[config.mk]
export PLATFORM = sky130hd
export DESIGN_NAME = upsp_ac_wdata_serializer
export DESIGN_NICKNAME = d
export VERILOG_FILES = /design/src/rtl/upsp_ac_wdata_serializer.sv
export SDC_FILE = /design/constraint.sdc
export NUM_CORES = 1
export LEC_CHECK = 0
export CAP_MARGIN = 15
export CORE_MARGIN = 2
export CORE_UTILIZATION = 56
export CTS_BUF_LIST = sky130_fd_sc_hd__clkbuf_16
export CTS_CLUSTER_SIZE = 28
export DETAILED_ROUTE_END_ITERATION = 10
export PLACE_DENSITY = 0.85
export SLEW_MARGIN = 20
export SYNTH_ARGS = -nofsm -noshare
export SYNTH_HDL_FRONTEND = slang
export SYNTH_SLANG_ARGS = --single-unit
[constraint.sdc]
create_clock -name clk -period 5 [get_ports clk]
set_input_delay 1.25 -clock clk [delete_from_list [all_inputs] [get_ports clk]]
set_output_delay 1.25 -clock clk [all_outputs]
set_load 0.02 [all_outputs]
[src/rtl/upsp_ac_wdata_serializer.sv]
// rtl/upsp_ac_wdata_serializer.sv - 4-pixel word FIFO and one-pixel-per-beat serializer with raster markers
`timescale 1ns/1ps
module upsp_ac_wdata_serializer #(
    parameter int BUFFER_WIDTH = 24,
    parameter int OUT_WIDTH    = 1920,
    parameter int OUT_HEIGHT   = 1080,
    parameter int FIFO_DEPTH   = 4
) (
    input  logic                      clk,
    input  logic                      rst,
    input  logic [BUFFER_WIDTH*4-1:0] upsp_ac_wdata,
    input  logic                      upsp_ac_wvalid,
    output logic                      ac_upsp_wready,
    output logic [BUFFER_WIDTH-1:0]   m_axis_tdata,
    output logic                      m_axis_tvalid,
    input  logic                      m_axis_tready,
    output logic                      m_axis_tlast,
    output logic                      m_axis_tuser,
    output logic                      frame_done
);

    localparam int WW = BUFFER_WIDTH * 4;
    localparam int CW = $clog2(OUT_WIDTH);
    localparam int RW = $clog2(OUT_HEIGHT);
    localparam int PW = $clog2(FIFO_DEPTH);

    localparam logic [CW-1:0] COL_LAST = CW'(OUT_WIDTH - 1);
    localparam logic [RW-1:0] ROW_LAST = RW'(OUT_HEIGHT - 1);
    localparam logic [PW-1:0] PTR_ONE  = PW'(1);
    localparam logic [PW:0]   CNT_ONE  = (PW + 1)'(1);
    localparam logic [PW:0]   CNT_FULL = (PW + 1)'(FIFO_DEPTH);

    logic [WW-1:0]           r_mem [FIFO_DEPTH];
    logic [PW-1:0]           r_wr_ptr;
    logic [PW-1:0]           r_rd_ptr;
    logic [PW:0]             r_count;
    logic [1:0]              r_sub;
    logic [CW-1:0]           r_col;
    logic [RW-1:0]           r_row;
    logic                    r_frame_done;

    logic                    w_full;
    logic                    w_empty;
    logic                    w_push;
    logic                    w_xfer;
    logic                    w_pop;
    logic                    w_col_last;
    logic                    w_row_last;
    logic [WW-1:0]           w_head;
    logic [BUFFER_WIDTH-1:0] w_pixel;

    // Ready and valid come only from the registered occupancy, so neither
    // side sees a combinational path from the other's handshake.
    assign w_full     = (r_count == CNT_FULL);
    assign w_empty    = (r_count == '0);
    assign w_push     = upsp_ac_wvalid & !w_full;
    assign w_xfer     = !w_empty & m_axis_tready;
    assign w_pop      = w_xfer & (r_sub == 2'd3);
    assign w_col_last = (r_col == COL_LAST);
    assign w_row_last = (r_row == ROW_LAST);
    assign w_head     = r_mem[r_rd_ptr];

    assign ac_upsp_wready = !w_full;
    assign m_axis_tvalid  = !w_empty;
    assign m_axis_tdata   = w_pixel;
    assign m_axis_tlast   = !w_empty & w_col_last;
    assign m_axis_tuser   = !w_empty & (r_col == '0) & (r_row == '0);
    assign frame_done     = r_frame_done;

    // Pick the current pixel out of the head word; forced to zero when empty
    // so a drained FIFO never shows a stale pixel.
    always_comb begin
        w_pixel = '0;
        if (!w_empty) begin
            case (r_sub)
                2'd0:    w_pixel = w_head[0*BUFFER_WIDTH +: BUFFER_WIDTH];
                2'd1:    w_pixel = w_head[1*BUFFER_WIDTH +: BUFFER_WIDTH];
                2'd2:    w_pixel = w_head[2*BUFFER_WIDTH +: BUFFER_WIDTH];
                default: w_pixel = w_head[3*BUFFER_WIDTH +: BUFFER_WIDTH];
            endcase
        end
    end

    // Word storage; contents need no reset because the pointers and count
    // define what is valid.
    always_ff @(posedge clk) begin
        if (w_push) begin
            r_mem[r_wr_ptr] <= upsp_ac_wdata;
        end
    end

    // FIFO pointers and occupancy; a push and pop in the same cycle cancel out.
    always_ff @(posedge clk) begin
        if (rst) begin
            r_wr_ptr <= '0;
            r_rd_ptr <= '0;
            r_count  <= '0;
        end else begin
            if (w_push) begin
                r_wr_ptr <= r_wr_ptr + PTR_ONE;
            end
            if (w_pop) begin
                r_rd_ptr <= r_rd_ptr + PTR_ONE;
            end
            case ({w_push, w_pop})
                2'b10:   r_count <= r_count + CNT_ONE;
                2'b01:   r_count <= r_count - CNT_ONE;
                default: r_count <= r_count;
            endcase
        end
    end

    // Sub-word index and raster position advance once per transferred pixel.
    always_ff @(posedge clk) begin
        if (rst) begin
            r_sub <= 2'd0;
            r_col <= '0;
            r_row <= '0;
        end else if (w_xfer) begin
            r_sub <= r_sub + 2'd1;
            if (w_col_last) begin
                r_col <= '0;
                if (w_row_last) begin
                    r_row <= '0;
                end else begin
                    r_row <= r_row + RW'(1);
                end
            end else begin
                r_col <= r_col + CW'(1);
            end
        end
    end

    // One-cycle pulse following the transfer of the frame's final pixel.
    always_ff @(posedge clk) begin
        if (rst) begin
            r_frame_done <= 1'b0;
        end else begin
            r_frame_done <= w_xfer & w_col_last & w_row_last;
        end
    end

endmodule

=== Yosys cells after proc, flatten, opt, wreduce, memory -nomap -nowiden ===
Memories as Yosys holds them, arrays and structs flattened. A register that Yosys moved wholly into a read port is not among the register bits.
Index checks and enable logic that the tools add are counted.

* Memories: 1
* Bits in read-only memories: 0
* Latch bits: 0
* Input bits: 100
* Register bits: 32
* Output and inout bits: 29
* Bits in writable memories: 384

* Shift operators: 0
* Magnitude comparators: 0
* Div/mod/pow operators: 0
* Add/subtract/negate cells: 7
* Reductions and logical operators: 8
* Equality and inequality tests: 8
* Multiply operators: 0
* Bitwise logic cells: 8
* Mux-type cells: 9

{| class="wikitable"
|+ Memories
! name !! words !! width !! rd ports !! clocked after memory_dff !! wr ports !! RTL line !! source
|-
| r_mem || 4 || 96 || 1 || 1 || 1 || 33 || <nowiki>logic [WW-1:0] r_mem [FIFO_DEPTH];</nowiki>
|}

{| class="wikitable"
|+ Operators by type and width
! kind !! number
|-
| 24-bit case mux with 3 select lines || 1
|-
| 24-bit 2-to-1 mux || 1
|-
| 11-bit by 1-bit adder with 11-bit output (second input constant) || 2
|-
| 11-bit == test (second input constant) || 2
|-
| 11-bit zero test || 2
|-
| 11-bit 2-to-1 mux || 2
|-
| 1-bit bitwise AND || 8
|-
| 2-bit by 1-bit adder with 2-bit output (second input constant) || 3
|-
| 2-bit == test (second input constant) || 3
|-
| 3-bit case mux with 2 select lines || 1
|-
| 2-bit by 1-bit == test with 1-bit output (second input constant) || 2
|-
| 2-bit 2-to-1 mux || 2
|-
| 3-bit by 1-bit adder with 3-bit output (second input constant) || 1
|-
| 3-bit == test (second input constant) || 1
|-
| 3-bit zero test || 1
|-
| 3-bit by 1-bit subtractor with 3-bit output (second input constant) || 1
|-
| 1-bit zero test || 2
|-
| 2-bit zero test || 1
|-
| 1-bit 2-to-1 mux || 2
|-
| 2-bit AND reduction || 1
|-
| 2-bit nonzero test || 1
|}

=== Depth between registers and ports, before layout ===
* Depth after elaboration: 6
* Mapped depth: 9

=== Worst setup path after synthesis ===
OpenSTA, ideal clock, no wires.

* Kind: in2reg
* From: input port upsp_ac_wvalid
* To: memory r_mem[0][0] (netlist bit) (enable)
* Slack: 1.021 ns
* Cell stages on the path: 1
* Arrival: 3.513 ns
* Cells stage by stage: and3_1

* Cells in the longest elaborated chain, start to end: 3

{| class="wikitable"
|+ Ends and longest elaborated chain
! what !! RTL line !! source
|-
| start, declared || 12 || <nowiki>input logic upsp_ac_wvalid,</nowiki>
|-
| 1-bit bitwise AND || 56 || <nowiki>assign w_push = upsp_ac_wvalid & !w_full;</nowiki>
|-
| 1-bit 2-to-1 mux || 87 || <nowiki>if (w_push) begin</nowiki>
|-
| 1-bit 2-to-1 mux (not written as such) || 88 || <nowiki>r_mem[r_wr_ptr] <= upsp_ac_wdata;</nowiki>
|-
| end, declared || 33 ||
|}

Every way passes these cells.

==> impl_metrics.env <==
export IMPL_switchingPower_mw=1.63
export IMPL_place_area_sq_mm=0.0180
export IMPL_ys_seq_elements=418
export IMPL_r2r_start="r_count[0]"
export IMPL_ios=129
export IMPL_dieArea_sq_mm=0.0302
export IMPL_yosysTopAreaCell="edfxtp_1"
export IMPL_synth_nets=923
export IMPL_drtPass1Iterations=6
export IMPL_synth_top_cell_area_share_pct=71.3
export IMPL_worst_pin_slew_ns=0.943
export IMPL_netlist_area_sq_mm=0.0162
export IMPL_grt_start_max_net_pins=63
export IMPL_clk_pin_slew_ns=0.06
export IMPL_cts_tree="done"
export IMPL_layout_common_cells="edfxtp_1, clkdlybuf4s50_1, mux4_2, clkbuf_16, a21oi_1"
export IMPL_synth_ff_type="edfxtp_1"
export IMPL_finClkSkew_ns=0.0203
export IMPL_wl_met3_um=2450
export IMPL_irDropWorstVdd_mv=0.408
export IMPL_wl_met2_um=17000
export IMPL_final_cell_area_sq_mm=0.0193
export IMPL_die_w_um=174
export IMPL_p_seq_share_pct=53.3
export IMPL_syn_to_final_growth_pct=19.5
export IMPL_worstPathRequired_ns=3.75
export IMPL_hpwlAfterDp_um=20100
export IMPL_final_util_pct=67.7
export IMPL_holdCritPathClass="flop to flop"
export IMPL_endpoint_kind="output port"
export IMPL_fin_nets=1069
export IMPL_switching_share_pct=21.5
export IMPL_grt_pass1_vias=8856
export IMPL_fin_crit_sh_pct=92.6
export IMPL_drtIter0Drc=1062
export IMPL_setup_tns_ns=0
export IMPL_yosysSeqAreaShare_pct=75.5
export IMPL_synth_cell_types=36
export IMPL_cts_buffer_depth=3
export IMPL_grt_overflow=0
export IMPL_finalCriticalPeriod_ns=4.63
export IMPL_hold_depth=2
export IMPL_rows=62
export IMPL_antenna_found_initial=5
export IMPL_whs_endpoint="r_row[1]"
export IMPL_p_int_mw=5.94
export IMPL_syn_inst=808
export IMPL_hold_viol=0
export IMPL_wl_per_cell_um=24.8
export IMPL_ctsHoldBuffers=0
export IMPL_drive_above_1_share_pct=18.0
export IMPL_die_h_um=174
export IMPL_cts_max_level=2
export IMPL_hp_start="r_row[1]"
export IMPL_slew_violations=0
export IMPL_design_core_area_sq_mm=0.0285
export IMPL_worst_setup_path_type="flop to output port"
export IMPL_crit_chain="buf_12, buf_4, mux4_2, a222oi_1, a21oi_1, clkdlybuf4s50_1"
export IMPL_antenna_left=0
export IMPL_ys_warn_count=0
export IMPL_status="finished, final reports clean"
export IMPL_synth_edff_count=384
export IMPL_portBuffers=128
export IMPL_cap_violations=0
export IMPL_top_layer="met5"
export IMPL_hold_ws_ns=0.507
export IMPL_grt_pass1_wl_um=51900
export IMPL_root_buffer="clkbuf_16"
export IMPL_cts_resized=0
export IMPL_clock_sinks=418
export IMPL_final_common_cell="edfxtp_1"
export IMPL_rsz0062_at_grt="no"
export IMPL_max_freq_mhz=216
export IMPL_start_util_pct=56.6
export IMPL_power_density_mw_per_mm2=392
export IMPL_synthTopCellsByArea="edfxtp_1, mux4_2, dfxtp_1, a222oi_1, a21oi_1"
export IMPL_cts_setup_buffers=0
export IMPL_finalWirelength_um=34000
export IMPL_start_kind="flop"
export IMPL_r2r_cells=9
export IMPL_power_mw=7.57
export IMPL_finalWeightedCongestion=0.860
export IMPL_r2r_end="r_count[2]"
export IMPL_drc=0
export IMPL_combPwrFrac_pct=7.7
export IMPL_path_max_fanout=33
export IMPL_wl_met1_um=13300
export IMPL_max_stage_delay_ns=0.62
export IMPL_n_fill_cell=1751
export IMPL_crit_slowest_cell="dfxtp_4"
export IMPL_crit_buf_inv=3
export IMPL_cp_top_family="buffers and inverters"
export IMPL_p_clk_share_pct=39.1
export IMPL_cts_made_buffers=41
export IMPL_leakagePower_nw=6.08
export IMPL_synth_avg_cell_area_sq_um=20.0
export IMPL_cp_data_arrival_time_ns=3.38
export IMPL_slew_limit_headroom_pct=37.1
export IMPL_avgViaCountPerCell=6.22
export IMPL_final_setup_viol_count=0
export IMPL_clk_latency_ns=0.54
export IMPL_rrSetupSlack_ns=2.47
export IMPL_vias=8533
export IMPL_async_flop_share_pct=0
export IMPL_track_usage_pct=22.7
-- through the flow --
step                cells  setup WS (ns)
floorplan             808           1.02
global placement     1295          0.973
detailed placement   1295          0.963
CTS                  1368          0.371
global route         1371          0.211
finish               1372          0.372
-- cell families (layout without fill, tap and decap cells) --
group,count (synthesis),count (layout),share of synthesized area (%)
DFF,418,418,75.5
AOI/OAI and AO/OA,101,101,4.20
and+or+nand+nor,97,97,3.21
muxes,96,96,13.4
buffers and inverters,65,241,1.61
xor gates and xnor gates,16,16,0.867
adders and majority gates,15,15,1.21
other,0,4,0
-- power groups by stage --
| stage | registers (mW) | logic, mW | clock network, mW |
|---|---|---|---|
| 2_1_floorplan | 4.10 | 0.279 | 0 |
| 3_3_place_gp | 4.09 | 0.562 | 0 |
| 3_5_place_dp | 4.10 | 0.574 | 0 |
| 4_1_cts | 4.03 | 0.584 | 2.99 |
| 5_1_grt | 4.04 | 0.618 | 3.12 |
| 6_report | 4.03 | 0.582 | 2.96 |
-- flip-flops by register name (all words and copies together) (netlist names), named ones only --
signal	flops
frame_done	1
r_col	11
r_count	3
r_mem	384
r_rd_ptr	2
r_row	11
r_sub	2
r_wr_ptr	2
-- routing by layer --
metal,vias up,GRT usage [%]
met3,87,3.87
met5,-,0
li1,3664,-
met4,4,9.59
met2,391,37.2
met1,4387,30.7
-- worst register-to-register path, stage by stage (launching register included) --
cell and delay, ns:
dfxtp_1 0.36, or3b_1 0.51, and2_1 0.25, inv_1 0.08, ha_1 0.18, inv_1 0.07
fa_1 0.38, xor2_1 0.16, or3_1 0.31, a21oi_1 0.15
-- synthesized netlist by cell type, types with 5 or more instances --
library cell and count:
nand2_1 17, and3_1 7, or3_1 8, xor2_1 5
nor2_1 24, mux4_2 96, dfxtp_1 34, nand3_1 8
xnor2_1 11, buf_2 13, inv_1 22, o32ai_1 7
a21oi_1 36, o21ai_0 26, nor3_1 8, nor4_1 7
edfxtp_1 384, ha_1 14, a222oi_1 24, nand4_1 6
clkbuf_1 29
-- area by class of cell --
type	instances	area [sq um]	share of cell area (%)
Inverter	22	82.6	0.427
Antenna cell	4	10.0	0.0518
Sequential cell	418	12200	63.3
Timing Repair Buffer	146	1520	7.85
Clock inverter	32	268	1.39
Clock buffer	41	1030	5.31
Tap cell	384	480	2.49
Multi-Input combinational cell	325	3720	19.2
-- how the worst max path moves through the flow --
stage               cells after the start  slack [ns]               end
finish                                  6        0.37  m_axis_tdata[11]
global route                            6        0.21  m_axis_tdata[11]
global placement                        6        0.97  m_axis_tdata[11]
CTS                                     6        0.37  m_axis_tdata[16]
floorplan                               1        1.02       r_mem[0][0]
detailed placement                      6        0.96  m_axis_tdata[11]
(Power assumes the default switching activity.)
